<file path="src/rtl/summer_pkg.sv">
// Shared widths, job record and controller state encoding for the summer dispatcher.
package summer_pkg;

  localparam int D_W   = 5;
  localparam int BIN_W = 64;
  localparam int BCD_W = 80;

  typedef struct packed {
    logic [D_W-1:0]   d;
    logic [BIN_W-1:0] range_start;
    logic [BIN_W-1:0] range_end;
    logic [BCD_W-1:0] lower_bcd;
    logic [BCD_W-1:0] upper_bcd;
  } job_t;

  localparam int JOB_W = $bits(job_t);

  typedef enum logic [1:0] {
    S_IDLE  = 2'd0,
    S_RUN   = 2'd1,
    S_DRAIN = 2'd2,
    S_DONE  = 2'd3
  } state_t;

endpackage

</file>
<file path="src/rtl/job_fifo.sv">
// Synchronous job queue; head is read straight from the storage registers.
// A pop frees its slot in the same edge, so push+pop while full is accepted.
module job_fifo #(
  parameter int DEPTH = 4,
  parameter int WIDTH = 8,
  localparam int AW = (DEPTH > 1) ? $clog2(DEPTH) : 1
) (
  input  logic             clk,
  input  logic             rst,
  input  logic             push_i,
  input  logic [WIDTH-1:0] push_dat_i,
  input  logic             pop_i,
  output logic [WIDTH-1:0] head_o,
  output logic             full_o,
  output logic             empty_o,
  output logic [AW:0]      count_o
);

  logic [WIDTH-1:0] mem_q [DEPTH];
  logic [AW-1:0]    wr_ptr_q, wr_ptr_d;
  logic [AW-1:0]    rd_ptr_q, rd_ptr_d;
  logic [AW:0]      count_q, count_d;
  logic             do_push, do_pop;

  assign full_o  = (count_q == (AW+1)'(DEPTH));
  assign empty_o = (count_q == '0);
  assign count_o = count_q;
  assign head_o  = mem_q[rd_ptr_q];

  assign do_pop  = pop_i && !empty_o;
  assign do_push = push_i && (!full_o || do_pop);

  always_comb begin
    wr_ptr_d = wr_ptr_q;
    rd_ptr_d = rd_ptr_q;
    count_d  = count_q;
    if (do_push) wr_ptr_d = (wr_ptr_q == AW'(DEPTH-1)) ? '0 : wr_ptr_q + 1'b1;
    if (do_pop)  rd_ptr_d = (rd_ptr_q == AW'(DEPTH-1)) ? '0 : rd_ptr_q + 1'b1;
    if (do_push && !do_pop)      count_d = count_q + 1'b1;
    else if (!do_push && do_pop) count_d = count_q - 1'b1;
  end

  always_ff @(posedge clk) begin
    if (rst) begin
      wr_ptr_q <= '0;
      rd_ptr_q <= '0;
      count_q  <= '0;
    end else begin
      wr_ptr_q <= wr_ptr_d;
      rd_ptr_q <= rd_ptr_d;
      count_q  <= count_d;
    end
  end

  always_ff @(posedge clk) begin
    if (do_push) mem_q[wr_ptr_q] <= push_dat_i;
  end

endmodule

</file>
<file path="src/rtl/summer_dispatch.sv">
// Queues range-sum jobs, hands them round-robin to idle lanes, and accumulates lane results.
// One dispatch per edge; a lane is eligible again the edge after its lane_done is taken.
module summer_dispatch
  import summer_pkg::*;
#(
  parameter int N_LANES    = 2,
  parameter int FIFO_DEPTH = 4
) (
  input  logic                     clk,
  input  logic                     rst,
  input  logic                     job_valid,
  output logic                     job_ready,
  input  logic [D_W-1:0]           job_d,
  input  logic [BIN_W-1:0]         job_start,
  input  logic [BIN_W-1:0]         job_end,
  input  logic [BCD_W-1:0]         job_lower_bcd,
  input  logic [BCD_W-1:0]         job_upper_bcd,
  input  logic                     job_last,
  output logic [N_LANES-1:0]       lane_start,
  output logic [D_W*N_LANES-1:0]   lane_d,
  output logic [BIN_W*N_LANES-1:0] lane_range_start,
  output logic [BIN_W*N_LANES-1:0] lane_range_end,
  output logic [BCD_W*N_LANES-1:0] lane_lower_bcd,
  output logic [BCD_W*N_LANES-1:0] lane_upper_bcd,
  input  logic [N_LANES-1:0]       lane_done,
  input  logic [BIN_W*N_LANES-1:0] lane_p1_sum,
  input  logic [BIN_W*N_LANES-1:0] lane_p2_sum,
  output logic [BIN_W-1:0]         part1_result,
  output logic [BIN_W-1:0]         part2_result,
  output logic                     done,
  output logic                     busy
);

  localparam int LW = (N_LANES > 1) ? $clog2(N_LANES) : 1;
  localparam int FAW = (FIFO_DEPTH > 1) ? $clog2(FIFO_DEPTH) : 1;

  state_t           state_q, state_d;
  logic             done_q, done_d;
  logic [N_LANES-1:0] lane_busy_q, lane_busy_d;
  logic [N_LANES-1:0] lane_start_q, lane_start_d;
  logic [LW-1:0]    rr_q, rr_d;
  logic [BIN_W-1:0] part1_q, part1_d, part2_q, part2_d;
  job_t             lane_job_q [N_LANES];

  job_t             job_in, fifo_head;
  logic             fifo_full, fifo_empty;
  logic [FAW:0]     fifo_count;
  logic             accept, dispatch, drained;
  logic             grant_found;
  logic [LW-1:0]    grant_idx, cand;

  assign job_in = '{d: job_d, range_start: job_start, range_end: job_end,
                    lower_bcd: job_lower_bcd, upper_bcd: job_upper_bcd};
  assign accept = job_valid && job_ready;

  job_fifo #(.DEPTH(FIFO_DEPTH), .WIDTH(JOB_W)) u_job_fifo (
    .clk        (clk),
    .rst        (rst),
    .push_i     (accept),
    .push_dat_i (job_in),
    .pop_i      (dispatch),
    .head_o     (fifo_head),
    .full_o     (fifo_full),
    .empty_o    (fifo_empty),
    .count_o    (fifo_count)
  );

  // rr_q holds the lane where the next search begins, not the last grant.
  always_comb begin
    grant_found = 1'b0;
    grant_idx   = '0;
    cand        = '0;
    for (int k = 0; k < N_LANES; k++) begin
      cand = LW'((int'(rr_q) + k) % N_LANES);
      if (!grant_found && !lane_busy_q[cand]) begin
        grant_found = 1'b1;
        grant_idx   = cand;
      end
    end
  end

  assign dispatch = !fifo_empty && grant_found;

  always_comb begin
    lane_busy_d  = lane_busy_q;
    lane_start_d = '0;
    rr_d         = rr_q;
    part1_d      = part1_q;
    part2_d      = part2_q;
    for (int i = 0; i < N_LANES; i++) begin
      if (lane_busy_q[i] && lane_done[i]) begin
        lane_busy_d[i] = 1'b0;
        part1_d = part1_d + lane_p1_sum[i*BIN_W +: BIN_W];
        part2_d = part2_d + lane_p2_sum[i*BIN_W +: BIN_W];
      end
    end
    if (dispatch) begin
      lane_busy_d[grant_idx]  = 1'b1;
      lane_start_d[grant_idx] = 1'b1;
      rr_d = (grant_idx == LW'(N_LANES-1)) ? '0 : grant_idx + 1'b1;
    end
  end

  always_ff @(posedge clk) begin
    if (rst) begin
      lane_busy_q  <= '0;
      lane_start_q <= '0;
      rr_q         <= '0;
      part1_q      <= '0;
      part2_q      <= '0;
      for (int i = 0; i < N_LANES; i++) lane_job_q[i] <= '0;
    end else begin
      lane_busy_q  <= lane_busy_d;
      lane_start_q <= lane_start_d;
      rr_q         <= rr_d;
      part1_q      <= part1_d;
      part2_q      <= part2_d;
      if (dispatch) lane_job_q[grant_idx] <= fifo_head;
    end
  end

  // Controller: state register, next-state logic, output decode.
  always_ff @(posedge clk) begin
    if (rst) begin
      state_q <= S_IDLE;
      done_q  <= 1'b0;
    end else begin
      state_q <= state_d;
      done_q  <= done_d;
    end
  end

  assign drained = (fifo_count == '0) && !(|lane_busy_q) && !(|lane_start_q);

  always_comb begin
    state_d = state_q;
    case (state_q)
      S_IDLE:  if (accept) state_d = job_last ? S_DRAIN : S_RUN;
      S_RUN:   if (accept && job_last) state_d = S_DRAIN;
      S_DRAIN: if (drained) state_d = S_DONE;
      S_DONE:  state_d = S_DONE;
      default: state_d = S_IDLE;
    endcase
  end

  always_comb begin
    job_ready = ((state_q == S_IDLE) || (state_q == S_RUN)) && !fifo_full;
    done_d    = (state_d == S_DONE);
  end

  for (genvar g = 0; g < N_LANES; g++) begin : g_lane
    assign lane_d[g*D_W +: D_W]                = lane_job_q[g].d;
    assign lane_range_start[g*BIN_W +: BIN_W]  = lane_job_q[g].range_start;
    assign lane_range_end[g*BIN_W +: BIN_W]    = lane_job_q[g].range_end;
    assign lane_lower_bcd[g*BCD_W +: BCD_W]    = lane_job_q[g].lower_bcd;
    assign lane_upper_bcd[g*BCD_W +: BCD_W]    = lane_job_q[g].upper_bcd;
  end

  assign lane_start   = lane_start_q;
  assign part1_result = part1_q;
  assign part2_result = part2_q;
  assign done         = done_q;
  assign busy         = (|lane_busy_q) || !fifo_empty;

endmodule

</file>
<file path="config.mk">
export PLATFORM = sky130hd
export DESIGN_NAME = summer_dispatch
export DESIGN_NICKNAME = d
export VERILOG_FILES = /design/src/rtl/summer_pkg.sv /design/src/rtl/job_fifo.sv /design/src/rtl/summer_dispatch.sv
export SDC_FILE = /design/constraint.sdc
export NUM_CORES = 2
export LEC_CHECK = 0
export CAP_MARGIN = 20
export CORE_AREA = 2 2 494 496
export CTS_BUF_LIST = sky130_fd_sc_hd__clkbuf_8
export DETAILED_ROUTE_END_ITERATION = 6
export DIE_AREA = 0 0 496 498
export HOLD_SLACK_MARGIN = 0.15
export PLACE_DENSITY = 0.58
export SYNTH_ARGS = -nofsm -noshare
export SYNTH_HDL_FRONTEND = slang
export SYNTH_HIERARCHICAL = 1
export SYNTH_SLANG_ARGS = --single-unit
</file>
<file path="constraint.sdc">
create_clock -name clk -period 43.2 [get_ports clk]
set_input_delay 6.48 -clock clk [delete_from_list [all_inputs] [get_ports clk]]
set_output_delay 6.48 -clock clk [all_outputs]
set_load 0.05 [all_outputs]
</file>
# Word-level counts from Yosys, hierarchy flattened
# Memory sizes are Yosys's and may differ from the RTL's. A register that Yosys moved wholly into a read port is not among the register bits.
# Cells that the tools add are included.
op_classes:
  add_sub_neg: 10
  order_cmp: 4
  eq_ne: 7
  n_mux: 39
  bitwise: 2
  reduce_logical: 31
op_table:
  columns: ["operator", "n"]
  rows:
  - ["293-bit 2-to-1 mux", 1]
  - ["293-bit OR reduction", 1]
  - ["64-bit adder", 4]
  - ["64-bit 2-to-1 mux", 4]
  - ["1-bit 2-to-1 mux", 21]
  - ["2-bit 2-to-1 mux", 9]
  - ["1-bit logical AND", 14]
  - ["2-bit == test (second input constant)", 5]
  - ["2-bit one-hot mux with 4 select lines", 1]
  - ["1-bit logical NOT", 7]
  - ["1-bit by 2-bit less-than comparator with 1-bit output (second input constant)", 3]
  - ["3-bit 2-to-1 mux", 2]
  - ["2-bit OR reduction", 3]
  - ["2-bit by 1-bit adder with 2-bit output (second input constant)", 2]
  - ["3-bit by 1-bit adder with 3-bit output (second input constant)", 1]
  - ["3-bit == test (second input constant)", 1]
  - ["3-bit logical NOT", 1]
  - ["1-bit logical OR", 3]
  - ["3-bit by 1-bit subtractor with 3-bit output (second input constant)", 1]
  - ["1-bit adder (second input constant)", 2]
  - ["2-bit by 1-bit == test with 1-bit output (second input constant)", 1]
  - ["2-bit logical NOT", 1]
  - ["2-bit OR", 1]
  - ["2-bit nonzero test", 1]
  - ["3 further kinds", 3]
word_totals:
  reg_bits: 143
  mem_bits_rw: 1758
  wordCells: 105
  mem_count: 2
memory_table:
  columns: ["memory", "words", "word_bits", "rd", "rd_ports_with_merged_regs", "wr", "line_no", "rtl"]
  rows:
  - ["u_job_fifo.mem_q", 4, 293, 1, 1, 1, "job_fifo.sv:19", "logic [WIDTH-1:0] mem_q [DEPTH];"]
  - ["lane_job_q", 2, 293, 2, 0, 2, "summer_dispatch.sv:43", "job_t lane_job_q [N_LANES];"]

# Logic depth before layout (Yosys ltp)
logic_depth:
  ltp_word: 14
  ltp_mapped: 26
  mapped_depth_nobuf: 26

# By module
# The synthesis kept the hierarchy.
modules_own_cells:
  columns: ["module", "n_inst", "cells_per_inst", "area_each_um2", "seq_area_each_um2"]
  rows:
  - ["job_fifo", 1, 1578, 42791.0, 35373.9]
  - ["summer_dispatch", 1, 4240, 42629.6, 20319.5]

# Least setup slack after synthesis
# Ideal clock, no wire load.
synth_path:
  path_kind: "register to register"
  from: "reg u_job_fifo.count_q[0], in the netlist u_job_fifo/count_o[0]"
  to: "mem lane_job_q[1][0] (netlist name) (enable)"
  setup_ns: 1.376
  arrival_ns: 21.916
  slack_ns: 19.908
  stages_incl_launch_ff: 3
  n_path_buf: 0
  synth_period_minus_slack_ns: 23.292
  path_cell_list: "dfxtp_1 > nor3_1 > o31ai_1"
synth_lines:
  columns: ["element", "line_no", "rtl"]
  rows:
  - ["start, declared", "job_fifo.sv:22", "logic [AW:0] count_q, count_d;"]
  - ["start signal, assigned", "job_fifo.sv:51", "count_q <= count_d;"]
  - ["end, declared", "summer_dispatch.sv:43", null]

# Final worst setup path
layout_path:
  from: "in lane_p1_sum[0]"
  to: "reg part1_q[63], in the netlist part1_result[63]"
layout_between:
  elab_chain_len: 4
layout_lines:
  columns: ["element", "line_no", "rtl"]
  rows:
  - ["start, declared", "summer_dispatch.sv:26", "input logic [BIN_W*N_LANES-1:0] lane_p1_sum,"]
  - ["64-bit adder (*)", "summer_dispatch.sv:93", "part1_d = part1_d + lane_p1_sum[i*BIN_W +: BIN_W];"]
  - ["64-bit 2-to-1 mux (*)", "summer_dispatch.sv:91", "if (lane_busy_q[i] && lane_done[i]) begin"]
  - ["64-bit adder", "summer_dispatch.sv:93", null]
  - ["64-bit 2-to-1 mux (*)", "summer_dispatch.sv:91", null]
  - ["end signal, assigned", "summer_dispatch.sv:116", "part1_q <= part1_d;"]
  - ["end, declared", "summer_dispatch.sv:42", "logic [BIN_W-1:0] part1_q, part1_d, part2_q, part2_d;"]
# Mark *: on every way between the ends. The rest lies on a longest branch, timed or not.
# A chain may end at the register's enable or synchronous reset.

==> key figures <==
Critical path
  – Crit-path max FO: 7
  – WS Path Type: in2reg
  – WP data arrival: 13.19 ns
  – R2R depth: 24
  – WP buf/inv: 2
  – Reg2reg setup slack: 36.46 ns
  – Delay-heaviest family, CP: compound AO/OA/AOI/OAI gates
  – Critical Path Source Type: primary input
  – R2r endpoint: part1_result[63]
  – Required @ worst endpoint: 44.09 ns
  – CP max stage delay: 0.67 ns
  – Crit path max-delay cell type: a211oi_1
  – Nature of the critical path endpoint: register
  – Worst r2r src: part1_result[1]

Floorplan
  – Die Y: 498 um
  – Initial Utilization: 35.3%
  – Chip width: 496 um
  – I/O Pins: 1274
  – # rows: 181
  – Std-Cell Core Area: 242000 sq um
  – DIE AREA: 247000 sq um

Clock network
  – H-tree depth: 5
  – Setup bufs post-CTS: 0
  – CTS Hold Bufs: 0
  – Root buf cell: clkbuf_8
  – Clock latency on the worst-skew pair: 1.09 ns
  – Clock buffer depth: 4
  – CTS sink cnt: 1903
  – CTS tree: done
  – Post-CTS sizing: 0
  – Clock-pin slew on the worst setup and hold paths: 0.06 ns
  – TritonCTS buffer count: 340

Timing
  – Slew Limit Fails: 0
  – Final setup fails: 0
  – Clock skew: 0.148 ns
  – Fin. Hold Viols: 0
  – RSZ-0062 raised after global routing: no
  – Max-slew headroom: 25.4%
  – Achievable clock frequency: 0.0813 GHz
  – Worst hold margin: 0.509 ns
  – Final Cycle Share: 28.5%
  – Worst slew pin tran: 1.12 ns
  – Setup TNS: 0 ns
  – Final worst path period need: 12.30 ns

Yosys
  – Simple-gate share of the synthesized area: 9.59%
  – Synth warn: 6
  – Synth top cells by count: edfxtp_1 (1758), nand2_1 (464), a21oi_1 (348), and3_1 (320), and2_1 (316)
  – Async set-or-reset flop fraction in the synthesized netlist: 0%
  – Syn Inst Count: 5818
  – Dominant cells by area after synthesis: edfxtp_1 (62%), mux4_2 (7.7%), ha_1 (4.0%), dfxtp_1 (3.4%), and3_1 (2.3%)
  – Top FF cell, synth: edfxtp_1
  – Avg Inst Size Synth: 14.7 sq um
  – Net Count, Synth: 6654
  – Post-synthesis mux area share: 8.03%
  – Xor/xnor cell area share of the yosys netlist: 2.18%
  – Synth Area in Compound Gates: 8.79%
  – Largest family of logic cells by synthesized area: simple AND/OR/NAND/NOR gates
  – Yosys reg bits: 1903
  – Cell Area, Synth: 85400 sq um
  – Adder-cell area share of the yosys netlist: 4.16%
  – Top-area cell type share of the netlist area: 61.8%
  – Share of the yosys chip area belonging to registers: 65.2%
  – Post-synth EDFFs: 1758
  – Synth unique cells: 98
  – Count leader, synth: edfxtp_1
  – Most area-hungry cell type in the Yosys netlist: edfxtp_1

Global routing
  – First-pass GRT wire length: 429 mm
  – Vias in the first global route: 57500
  – Total grt overflow: 0
  – GRT Resource Usage Total: 24.2%
  – Largest net degree at the start of global routing: 125
  – Initial antenna violation count: 119

Detailed routing
  – Pre-antenna DRT Iters: 5
  – Violation count after the first detailed-routing iteration: 4523
  – Vias: 56900
  – WL/cell: 28.9 um
  – Vias per inst: 5.32
  – Drt total wl: 309 mm
  – Post-route DRC: 0
  – Routed Antenna Nets: 0

Power
  – Maximum VDD drop: 0.0570 mV
  – Leakage power: 39.4 nW
  – Pwr dens: 72.7 nW/um^2
  – Power Total: 7.82 mW

Hold path
  – HP Class: reg2reg
  – Hold Crit Depth: 2
  – Hold wc startpoint: u_job_fifo/rd_ptr_q[0]

Job
  – Max cap viols: 0

Cells and area
  – Final Instance Area: 108000 sq um
  – Filler cells: 21800
  – P&R area growth vs syn: 26.0%
  – Share of cells above drive strength 1: 11.5%
  – Post-layout net count: 8018
  – Fin util: 44.5%

Placement
  – Placed cell area: 101000 sq um
  – Port Buffers: 1273
  – Dpl hpwl: 225 mm
  – Routability cong.: 0.894

Status
  – Outcome: finished clean
-- layout by cell type (no fill, tap or decap), types with 53 or more instances in the layout --
master,netlist,final
buf_4,3,56
nand3_1,54,54
dfxtp_1,145,143
edfxtp_1,1758,1758
mux4_2,293,293
o21bai_1,53,53
a21oi_1,348,348
clkbuf_8,0,347
clkdlybuf4s50_1,0,1272
ha_1,276,276
and3_1,320,320
nor2_1,165,163
and2_1,316,314
nand4_1,65,65
nand2_1,464,462
o21ai_0,236,236
inv_1,73,176
a21o_1,153,153
xor2_1,86,86
clkinv_1,1,82
xnor2_1,127,127
diode_2,0,54
-- how the worst max path moves through the flow --
stage                                      from                to  slack (ns)  cells past startpoint
after CTS                        lane_p1_sum[0]  part1_result[63]       31.08                     26
final                            lane_p1_sum[0]  part1_result[63]       30.90                     26
after global placement           lane_p1_sum[0]  part1_result[63]       29.88                     26
after detailed placement         lane_p1_sum[0]  part1_result[63]       29.96                     26
after global routing             lane_p1_sum[0]  part1_result[63]       30.60                     26
after floorplan           u_job_fifo/count_o[0]  lane_job_q[1][0]       19.91                      2
-- power by group --
part           switching, mW  internal [mW]
sequential             0.173           2.50
combinational           2.42           1.17
clock                  0.749          0.809
-- flip-flops by register name, summed over array words and instances (netlist names), named ones only --
name,cells
state_q,2
lane_job_q,586
lane_start,2
part1_result,64
u_job_fifo/wr_ptr_q,2
lane_busy_q,2
done,1
rr_q,1
u_job_fifo/count_o,3
part2_result,64
u_job_fifo/rd_ptr_q,2
u_job_fifo/mem_q,1172
-- layout make-up --
class,instances,area [sq um],share of cell area (%)
clock buffers,347,4780,4.44
well taps,3202,4010,3.72
inverters,74,285,0.265
repair buffers,1336,13300,12.4
flip-flops and latches,1903,55700,51.8
multi-input cells,3527,28100,26.1
clock inverters,244,1320,1.23
diodes,54,135,0.126
-- per-layer routing --
metal / wire length (um) / up-vias / global-route usage (%)
met4: 11000 / 92 / 9.54
li1: - / 25400 / -
met1: 119000 / 28700 / 28.6
met2: 151000 / 2151 / 40.5
met3: 26900 / 519 / 8.30
met5: 610 / - / 0
-- cells by family after synthesis --
family | after synthesis
AOI/OAI and AO/OA | 1149
xor gates and xnor gates | 213
adders and majority gates | 281
buffers and inverters | 388
DFF | 1903
muxes | 317
and+or+nand+nor | 1567
-- stage by stage --
stage / worst slack, ns / cells
2_1_floorplan: 19.91 / 5818
3_3_place_gp: 29.88 / 10000
3_5_place_dp: 29.96 / 10000
4_1_cts: 31.08 / 10600
5_1_grt: 30.60 / 10700
6_report: 30.90 / 10700
-- tightest hold or removal path: stages, from the launching register on --
cell     delay [ns]
dfxtp_1        0.32
nand2_1        0.06
a21oi_1        0.08
(Power assumes the default switching activity.)
